===== config.mk =====
export PLATFORM = sky130hd
export DESIGN_NAME = dma_wr_cmpl_tracker
export DESIGN_NICKNAME = d
export VERILOG_FILES = /design/src/rtl/lynxTypes.sv /design/src/rtl/dma_wr_cmpl_tracker_fifo.sv /design/src/rtl/dma_wr_cmpl_tracker.sv
export SDC_FILE = /design/constraint.sdc
export NUM_CORES = 1
export LEC_CHECK = 0
export CAP_MARGIN = 20
export CORE_AREA = 2 2 505 507
export CTS_CLUSTER_DIAMETER = 150
export CTS_CLUSTER_SIZE = 40
export DETAILED_ROUTE_END_ITERATION = 6
export DIE_AREA = 0 0 507 509
export GPL_TIMING_DRIVEN = 0
export SLEW_MARGIN = 0
export SYNTH_ARGS = -nofsm -noshare
export SYNTH_HDL_FRONTEND = slang
export SYNTH_HIERARCHICAL = 1
export SYNTH_SLANG_ARGS = --single-unit

===== constraint.sdc =====
create_clock -name aclk -period 3.4 [get_ports aclk]
set_clock_uncertainty 0.2 [all_clocks]
set_input_delay 0.34 -clock aclk [delete_from_list [all_inputs] [get_ports aclk]]
set_output_delay 0.34 -clock aclk [all_outputs]
set_load 0.01 [all_outputs]

===== src/rtl/lynxTypes.sv =====
// Shared DMA command/completion types and sizing constants.
// popcount_keep turns a stream byte-enable mask into a byte count.
package lynxTypes;

  localparam int AXI_DATA_BITS = 512;
  localparam int LEN_BITS      = 28;
  localparam int N_OUTSTANDING = 8;
  localparam int KEEP_MAX      = AXI_DATA_BITS / 8;
  localparam int KEEP_CNT_W    = $clog2(KEEP_MAX) + 1;

  typedef struct packed {
    logic [6:0]          rsvd;
    logic [47:0]         vaddr;
    logic [LEN_BITS-1:0] len;
    logic                ctl;
    logic                host;
    logic                stream;
    logic [3:0]          dest;
    logic [5:0]          pid;
  } dma_req_t;

  typedef struct packed {
    logic       done;
    logic       host;
    logic       stream;
    logic [3:0] dest;
    logic [5:0] pid;
  } dma_rsp_t;

  typedef enum logic [1:0] {
    ST_IDLE   = 2'd0,
    ST_ACTIVE = 2'd1,
    ST_RETIRE = 2'd2,
    ST_RESP   = 2'd3
  } trk_state_e;

  function automatic logic [KEEP_CNT_W-1:0] popcount_keep(input logic [KEEP_MAX-1:0] keep);
    logic [KEEP_CNT_W-1:0] n;
    n = '0;
    for (int i = 0; i < KEEP_MAX; i++) begin
      n = n + KEEP_CNT_W'(keep[i]);
    end
    return n;
  endfunction

endpackage


===== src/rtl/dma_wr_cmpl_tracker_fifo.sv =====
// Generic synchronous FIFO with occupancy count; DEPTH must be a power of two.
// Overflowing pushes and underflowing pops are ignored.
module cmd_fifo_sync #(
  parameter int WIDTH = 8,
  parameter int DEPTH = 8
) (
  input  logic                     clk,
  input  logic                     rst,
  input  logic                     push,
  input  logic [WIDTH-1:0]         din,
  input  logic                     pop,
  output logic [WIDTH-1:0]         dout,
  output logic                     full,
  output logic                     empty,
  output logic [$clog2(DEPTH):0]   count
);

  localparam int AW = $clog2(DEPTH);

  logic [WIDTH-1:0] mem [DEPTH];
  logic [AW-1:0]    wr_ptr;
  logic [AW-1:0]    rd_ptr;
  logic             do_push;
  logic             do_pop;

  assign do_push = push && !full;
  assign do_pop  = pop && !empty;
  assign full    = (count == (AW+1)'(DEPTH));
  assign empty   = (count == '0);
  assign dout    = mem[rd_ptr];

  always_ff @(posedge clk) begin
    if (do_push) begin
      mem[wr_ptr] <= din;
    end
  end

  always_ff @(posedge clk or posedge rst) begin
    if (rst) begin
      wr_ptr <= '0;
      rd_ptr <= '0;
      count  <= '0;
    end else begin
      if (do_push) begin
        wr_ptr <= wr_ptr + AW'(1);
      end
      if (do_pop) begin
        rd_ptr <= rd_ptr + AW'(1);
      end
      case ({do_push, do_pop})
        2'b10:   count <= count + (AW+1)'(1);
        2'b01:   count <= count - (AW+1)'(1);
        default: count <= count;
      endcase
    end
  end

endmodule


===== src/rtl/dma_wr_cmpl_tracker.sv =====
// Tracks issued DMA write commands against the passing data stream and
// retires each one once its byte count is reached, optionally emitting a completion.
module dma_wr_cmpl_tracker #(
  parameter int N_OUTSTANDING = lynxTypes::N_OUTSTANDING,
  parameter int DATA_BITS     = lynxTypes::AXI_DATA_BITS,
  parameter int LEN_W         = lynxTypes::LEN_BITS
) (
  input  logic                                aclk,
  input  logic                                areset,
  input  logic                                s_req_valid,
  output logic                                s_req_ready,
  input  lynxTypes::dma_req_t                 s_req_data,
  input  logic                                s_axis_tvalid,
  output logic                                s_axis_tready,
  input  logic [DATA_BITS-1:0]                s_axis_tdata,
  input  logic [DATA_BITS/8-1:0]              s_axis_tkeep,
  input  logic                                s_axis_tlast,
  output logic                                m_axis_tvalid,
  input  logic                                m_axis_tready,
  output logic [DATA_BITS-1:0]                m_axis_tdata,
  output logic [DATA_BITS/8-1:0]              m_axis_tkeep,
  output logic                                m_axis_tlast,
  output logic                                m_rsp_valid,
  input  logic                                m_rsp_ready,
  output lynxTypes::dma_rsp_t                 m_rsp_data,
  output logic                                err_overrun,
  output logic                                err_early_last,
  output logic [$clog2(N_OUTSTANDING):0]      outstanding
);

  import lynxTypes::*;

  localparam int OCC_W = $clog2(N_OUTSTANDING) + 1;
  localparam int CNT_W = LEN_W + 1;

  logic [1:0]       rst_sync;
  logic             rst_int;
  trk_state_e       state;
  trk_state_e       state_nxt;
  logic [CNT_W-1:0] byte_cnt;
  logic [CNT_W-1:0] byte_cnt_nxt;
  logic [CNT_W-1:0] beat_bytes;
  logic [CNT_W-1:0] sum;
  logic [CNT_W-1:0] head_len;
  dma_req_t         head;
  dma_rsp_t         rsp_reg;
  logic             fifo_full;
  logic             fifo_empty;
  logic [OCC_W-1:0] occ;
  logic             push;
  logic             pop;
  logic             data_en;
  logic             beat;
  logic             set_overrun;
  logic             set_early;
  logic             load_rsp;
  logic             unused_head;

  // Assert immediately with areset, release two clocks later in aclk's domain
  always_ff @(posedge aclk or posedge areset) begin
    if (areset) begin
      rst_sync <= 2'b11;
    end else begin
      rst_sync <= {rst_sync[0], 1'b0};
    end
  end
  assign rst_int = rst_sync[1];

  assign s_req_ready = !rst_int && !fifo_full;
  assign push        = s_req_valid && s_req_ready;

  cmd_fifo_sync #(
    .WIDTH ($bits(dma_req_t)),
    .DEPTH (N_OUTSTANDING)
  ) u_cmd_fifo (
    .clk   (aclk),
    .rst   (rst_int),
    .push  (push),
    .din   (s_req_data),
    .pop   (pop),
    .dout  (head),
    .full  (fifo_full),
    .empty (fifo_empty),
    .count (occ)
  );

  assign unused_head = &{1'b0, head.vaddr, head.rsvd};
  assign head_len    = CNT_W'(head.len);

  // A zero-length head reached by chaining must not swallow a beat
  assign data_en       = (state == ST_ACTIVE) && (head_len != '0);
  assign m_axis_tvalid = s_axis_tvalid && data_en;
  assign s_axis_tready = m_axis_tready && data_en;
  assign m_axis_tdata  = s_axis_tdata;
  assign m_axis_tkeep  = s_axis_tkeep;
  assign m_axis_tlast  = s_axis_tlast;

  assign beat       = s_axis_tvalid && s_axis_tready;
  assign beat_bytes = CNT_W'(popcount_keep(KEEP_MAX'(s_axis_tkeep)));
  assign sum        = byte_cnt + beat_bytes;

  // Next-state, byte accounting and retire decisions
  always_comb begin
    state_nxt    = state;
    byte_cnt_nxt = byte_cnt;
    pop          = 1'b0;
    set_overrun  = 1'b0;
    set_early    = 1'b0;
    load_rsp     = 1'b0;
    case (state)
      ST_IDLE: begin
        if (!fifo_empty) begin
          state_nxt = (head_len == '0) ? ST_RETIRE : ST_ACTIVE;
        end else begin
          state_nxt = ST_IDLE;
        end
      end
      ST_ACTIVE: begin
        if (head_len == '0) begin
          state_nxt = ST_RETIRE;
        end else if (beat) begin
          if (sum >= head_len) begin
            state_nxt    = ST_RETIRE;
            byte_cnt_nxt = '0;
            set_overrun  = (sum > head_len);
          end else begin
            byte_cnt_nxt = sum;
            set_early    = s_axis_tlast;
          end
        end else begin
          state_nxt = ST_ACTIVE;
        end
      end
      ST_RETIRE: begin
        pop = 1'b1;
        if (head.ctl) begin
          load_rsp  = 1'b1;
          state_nxt = ST_RESP;
        end else if (occ > OCC_W'(1)) begin
          state_nxt = ST_ACTIVE;
        end else begin
          state_nxt = ST_IDLE;
        end
      end
      ST_RESP: begin
        if (m_rsp_ready) begin
          state_nxt = fifo_empty ? ST_IDLE : ST_ACTIVE;
        end else begin
          state_nxt = ST_RESP;
        end
      end
      default: begin
        state_nxt = ST_IDLE;
      end
    endcase
  end

  // State, byte counter, sticky errors and the held completion
  always_ff @(posedge aclk or posedge rst_int) begin
    if (rst_int) begin
      state          <= ST_IDLE;
      byte_cnt       <= '0;
      err_overrun    <= 1'b0;
      err_early_last <= 1'b0;
      rsp_reg        <= '0;
    end else begin
      state          <= state_nxt;
      byte_cnt       <= byte_cnt_nxt;
      err_overrun    <= err_overrun || set_overrun;
      err_early_last <= err_early_last || set_early;
      if (load_rsp) begin
        rsp_reg <= '{done: 1'b1, host: head.host, stream: head.stream,
                     dest: head.dest, pid: head.pid};
      end else begin
        rsp_reg <= rsp_reg;
      end
    end
  end

  assign m_rsp_valid = (state == ST_RESP);
  assign m_rsp_data  = rsp_reg;
  assign outstanding = occ;

endmodule


# Word level (Yosys, flattened, before mapping)
# Memories as Yosys holds them, arrays and structs flattened.
# Index checks and enable logic that the tools add are counted.
[totals]
regBits = 58
ramBits = 768
input_bits = 679
output_inout_bits = 600
word_cells = 137
memories = 1
[mem_list]
columns = ["memory", "depth", "width", "read_ports", "rd_ports_with_merged_regs", "write_ports", "line_no", "rtl"]
rows = [
  ["u_cmd_fifo.mem", 8, 96, 1, 0, 1, "dma_wr_cmpl_tracker_fifo.sv:20", "logic [WIDTH-1:0] mem [DEPTH];"],
]
[classes]
n_addsub = 68
n_lt_le_gt_ge = 3
eq_ne = 7
muxes = 25
bitwise_logic = 1
reduce_logical = 19
[ops]
columns = ["operator", "count"]
rows = [
  ["adder 7 x 1 -> 7 bit", 57],
  ["adder 29 x 7 -> 29 bit", 1],
  ["greater-or-equal comparator 29 x 28 -> 1 bit", 1],
  ["greater-than comparator 29 x 28 -> 1 bit", 1],
  ["zero test 29 bit", 1],
  ["two-way mux 29 bit", 1],
  ["nonzero test 29 bit", 1],
  ["two-way mux 1 bit", 15],
  ["two-way mux 2 bit", 7],
  ["logical AND 1 bit", 8],
  ["one-hot mux 2 bit (4 select lines)", 1],
  ["one-hot mux 4 bit (2 select lines)", 1],
  ["adder 6 x 1 -> 7 bit", 1],
  ["adder 3 x 1 -> 3 bit (second input constant)", 2],
  ["adder 5 x 1 -> 6 bit", 1],
  ["== test 2 bit (second input constant)", 3],
  ["adder 4 x 1 -> 5 bit", 1],
  ["adder 3 x 1 -> 4 bit", 1],
  ["adder 4 x 1 -> 4 bit (second input constant)", 1],
  ["== test 2 x 1 -> 1 bit (second input constant)", 2],
  ["== test 4 bit (second input constant)", 1],
  ["greater-than comparator 4 x 1 -> 1 bit (second input constant)", 1],
  ["zero test 4 bit", 1],
  ["inequality test 4 x 2 -> 1 bit (second input constant)", 1],
  ["9 further kinds", 12],
]

# Longest topological paths before layout
[logic_depth]
word_depth = 70
mapped_depth = 31
depth_no_buf = 30

# Hierarchy
# Netlist, hierarchy kept.
[by_module_without_submodules]
columns = ["mod", "instances", "cells_each", "area_each_um2"]
rows = [
  ["cmd_fifo_sync", 1, 1178, 29467.0],
  ["dma_wr_cmpl_tracker", 1, 1165, 9728.1],
]

# Worst setup path before layout
# No wires, ideal clock.
[synth_path]
path_type = "register -> register"
startpoint = "register u_cmd_fifo.count[3]"
endpoint = "memory u_cmd_fifo/mem[1][0] in the netlist's numbering (enable)"
setup_time_ns = 0.668
arrival_ns = 7.798
setup_slack_ns = -5.267
path_stages_with_launch = 7
path_cell_list = "dfrtp_1 > or4b_1 > inv_1 > nor2_1 > and2_1 > nand3_1 > nor3_1"
[synth_via]
elab_chain_cells = 7
[synth_rtl]
columns = ["item", "line_no", "rtl"]
rows = [
  ["from (decl)", "dma_wr_cmpl_tracker_fifo.sv:15", "output logic [$clog2(DEPTH):0] count"],
  ["from (signal assigned)", "dma_wr_cmpl_tracker_fifo.sv:51", "2'b10: count <= count + (AW+1)'(1);"],
  ["from (signal assigned)", "dma_wr_cmpl_tracker_fifo.sv:52", "2'b01: count <= count - (AW+1)'(1);"],
  ["from (signal assigned)", "dma_wr_cmpl_tracker_fifo.sv:53", "default: count <= count;"],
  ["== test 4 bit", "dma_wr_cmpl_tracker_fifo.sv:28", "assign full = (count == (AW+1)'(DEPTH));"],
  ["net fifo_full", "dma_wr_cmpl_tracker.sv:47", "logic fifo_full;"],
  ["zero test 1 bit", "dma_wr_cmpl_tracker.sv:69", "assign s_req_ready = !rst_int && !fifo_full;"],
  ["logical AND 1 bit", "dma_wr_cmpl_tracker.sv:69", ""],
  ["net s_req_ready", "dma_wr_cmpl_tracker.sv:11", "output logic s_req_ready,"],
  ["logical AND 1 bit", "dma_wr_cmpl_tracker.sv:70", "assign push = s_req_valid && s_req_ready;"],
  ["net push", "dma_wr_cmpl_tracker.sv:50", "logic push;"],
  ["logical AND 1 bit", "dma_wr_cmpl_tracker_fifo.sv:26", "assign do_push = push && !full;"],
  ["two-way mux 1 bit", "dma_wr_cmpl_tracker_fifo.sv:33", "if (do_push) begin"],
  ["two-way mux 1 bit (not written as such)", "dma_wr_cmpl_tracker_fifo.sv:34", "mem[wr_ptr] <= din;"],
  ["to (decl)", "dma_wr_cmpl_tracker_fifo.sv:20", ""],
]
# The timed path passes the listed nets, and every way through them passes these cells.

# Worst setup path after layout
[layout_path]
startpoint = "input port s_axis_tkeep[27]"
endpoint = "register byte_cnt[22]"
[layout_via]
elab_chain_cells = 40
[layout_rtl]
columns = ["item", "line_no", "rtl"]
rows = [
  ["from (decl)", "dma_wr_cmpl_tracker.sv:16", "input logic [DATA_BITS/8-1:0] s_axis_tkeep,"],
  ["adder 7 x 1 -> 7 bit (*) (37 in series)", "lynxTypes.sv:41", "n = n + KEEP_CNT_W'(keep[i]);"],
  ["adder 29 x 7 -> 29 bit (*)", "dma_wr_cmpl_tracker.sv:100", "assign sum = byte_cnt + beat_bytes;"],
  ["greater-or-equal comparator 29 x 28 -> 1 bit", "dma_wr_cmpl_tracker.sv:122", "if (sum >= head_len) begin"],
  ["two-way mux 29 bit (*)", "dma_wr_cmpl_tracker.sv:122", ""],
  ["to (signal assigned)", "dma_wr_cmpl_tracker.sv:168", "byte_cnt <= byte_cnt_nxt;"],
  ["to (decl)", "dma_wr_cmpl_tracker.sv:40", "logic [CNT_W-1:0] byte_cnt;"],
]
# Mark *: on every way between the ends. The rest lies on a longest branch, timed or not.
# A chain may end at the register's enable or synchronous reset.

==> out/metrics.csv <==
metric,value,unit
run_status,"complete, but fails checks",
violations,negative setup slack,
gp_congestion,1.001,
clock-sinks,386,
worstPathArrival,8.32,ns
placed_area,34560,µm²
numPortBuffers,711,
cts_buffer_depth,3,
switching_share,44.68,%
fmax,0.1238,GHz
fillers,28330,
avgSynthCellArea,13.25,µm²
cts_tree,built,
max_slew_margin,38.21,%
comb_power_share,70.4,%
tightestPinTransition,0.9235,ns
share_seq_of_total_power,22.0,%
vias,17330,
cp_slowest_cell,fa_1,
hold_viol,0,
ys_warn_count,6,
dp_cells,5810,
drt_iter0_markers,1092,
fin_hold_ws,0.06013,ns
drcViolationCount,0,
hold_class,primary input to async pin,
setup_viol,34,
cpPeakStageDelay,0.58,ns
die_w,507,µm
dieArea,258100,µm²
finalNetCount,3297,
root_buffer,clkbuf_16,
grt_pass1_vias,16830,
cp-end-kind,register,
wl,235600,µm
coreArea,252800,µm²
syn_inst,1716,
p_leak,13.23,nW
grt_overflow,0,
crit_fanout,5,
die_h,509,µm
crit_type,primary input to register,
postLayoutCellArea,36080,µm²
htreeDepth,1,
cp_common_cell,fa_1,
pwr-share-clk,7.7,%
areaGrowthSynthToFinish,58.71,%
grt_usage,17.43,%
max-cap-violations,0,
place_ws,-6.751,ns
ant_nets,0,
power.switching,12.26,mW
fin_crit_sh,237.6,%
maxSlewViolCount,0,
hpwlAfterDp,221700,µm
drive_gt1_share,38.65,%
internal-power,15.17,mW
wl_per_cell,39.94,µm
ir_drop,1.937,mV
grt_max_degree,42,
fin_crit,8.079,ns
floorplan.initialDensity,8.995,%
pwr_density_cell,760.1,nW/µm²
avgViaCountPerCell,2.938,
tns,-147.69,ns
antenna_found_initial,263,
clk_latency,0.52,ns
critical_path_required,3.64,ns
ios,1279,
syn-cell-area,22740,µm²
path_clk_slew,0.16,ns
rsz0062_at_grt,true,
final_cells,5899,
start_kind,primary input,
num_rows,185,
setup_slack,-4.679,ns
grt_pass1_wl,269100,µm
cts_buffers,13,
synth_nets,2512,
cts_hold_buf,0,
dr.pass1.iters,4,
-- final timing paths --
path	slack [ns]	from	to	cells after the start
worst min register to register	0.12	rst_sync[1]	u_cmd_fifo/wr_ptr[2]	1
min in group aclk	0.17	rst_sync[0]	rst_sync[1]	0
max in group asynchronous	2.32	rst_sync[1]	byte_cnt[28]	2
worst min-delay path	0.06	areset	rst_sync[1]	2
worst max register to register	-4.59	byte_cnt[0]	byte_cnt[22]	27
worst max-delay path	-4.68	s_axis_tkeep[27]	byte_cnt[22]	31
-- worst max-delay path, delay by kind of cell --
family	cells	cell delay [ns]
simple gates	5	1.12
fa+ha+maj	11	4.94
compound gates	6	0.95
xor+xnor	1	0.16
buf+inv	8	0.79
-- routing by layer --
layer	share of wire [%]	up-vias	GRT usage (%)	routed length [µm]
met3	14	445	10.11	31880
met2	48	1182	29.75	113200
met4	1.8	88	1.973	4209
met5	0.24	-	0	557
met1	36	8613	19.15	85750
li1	-	7002	-	-
-- timing repair --
item                                    in CTS  in global routing
resized for setup                          304                 54
buffers inserted                            30                 12
endpoints found under the hold margin        0                  0
pin swaps                                   48                 24
endpoints found under the setup margin      67                 97
gates cloned                                 5                  0
-- final cells by class --
cell class                 instances  area, µm²  area share, %
inverter                         144      545.5          1.512
antenna                           26      65.06         0.1803
sequential                       386      11310          31.34
clock buffer                      20      351.6         0.9743
tap                             3366       4212          11.67
timing repair buffer             775       7996          22.16
clock inverter                     1      16.27        0.04508
multi-input combinational        563       6904          19.13
buffer                           618       4684          12.98
-- through the flow --
step / power (mW) / util [%]
after CTS: 27.12 / 14.17
after global routing: 29.00 / 14.26
after detailed placement: 23.38 / 13.67
after global placement: 23.20 / 13.50
final: 27.43 / 14.28
after floorplan: 19.03 / -
-- flip-flops by register name, summed over array words and instances (netlist names) --
name / count
err_overrun: 1
byte_cnt: 29
rst_sync: 2
err_early_last: 1
u_cmd_fifo/count: 4
u_cmd_fifo/mem: 328
state: 2
m_rsp_data: 13
u_cmd_fifo/rd_ptr: 3
u_cmd_fifo/wr_ptr: 3
-- power groups by stage --
stage          clock network, mW  registers [mW]  logic (mW)
6_report                    2.10            6.03        19.3
2_1_floorplan                  0            6.10        12.9
3_5_place_dp                   0            6.12        17.3
4_1_cts                     2.16            6.03        18.9
3_3_place_gp                   0            6.10        17.1
5_1_grt                     2.30            6.10        20.6
-- cell usage in the layout (no fill, tap or decap), types with 18 or more instances in the layout --
| cell | instances |
|---|---|
| buf_4 | 618 |
| nand2_1 | 56 |
| buf_2 | 18 |
| diode_2 | 26 |
| fa_1 | 55 |
| mux4_2 | 82 |
| ha_1 | 58 |
| inv_1 | 129 |
| buf_12 | 18 |
| edfxtp_1 | 328 |
| clkdlybuf4s50_1 | 671 |
| mux2_2 | 42 |
| dfrtp_1 | 51 |
| buf_6 | 20 |
No activity file was read; power rests on OpenSTA's default activity.
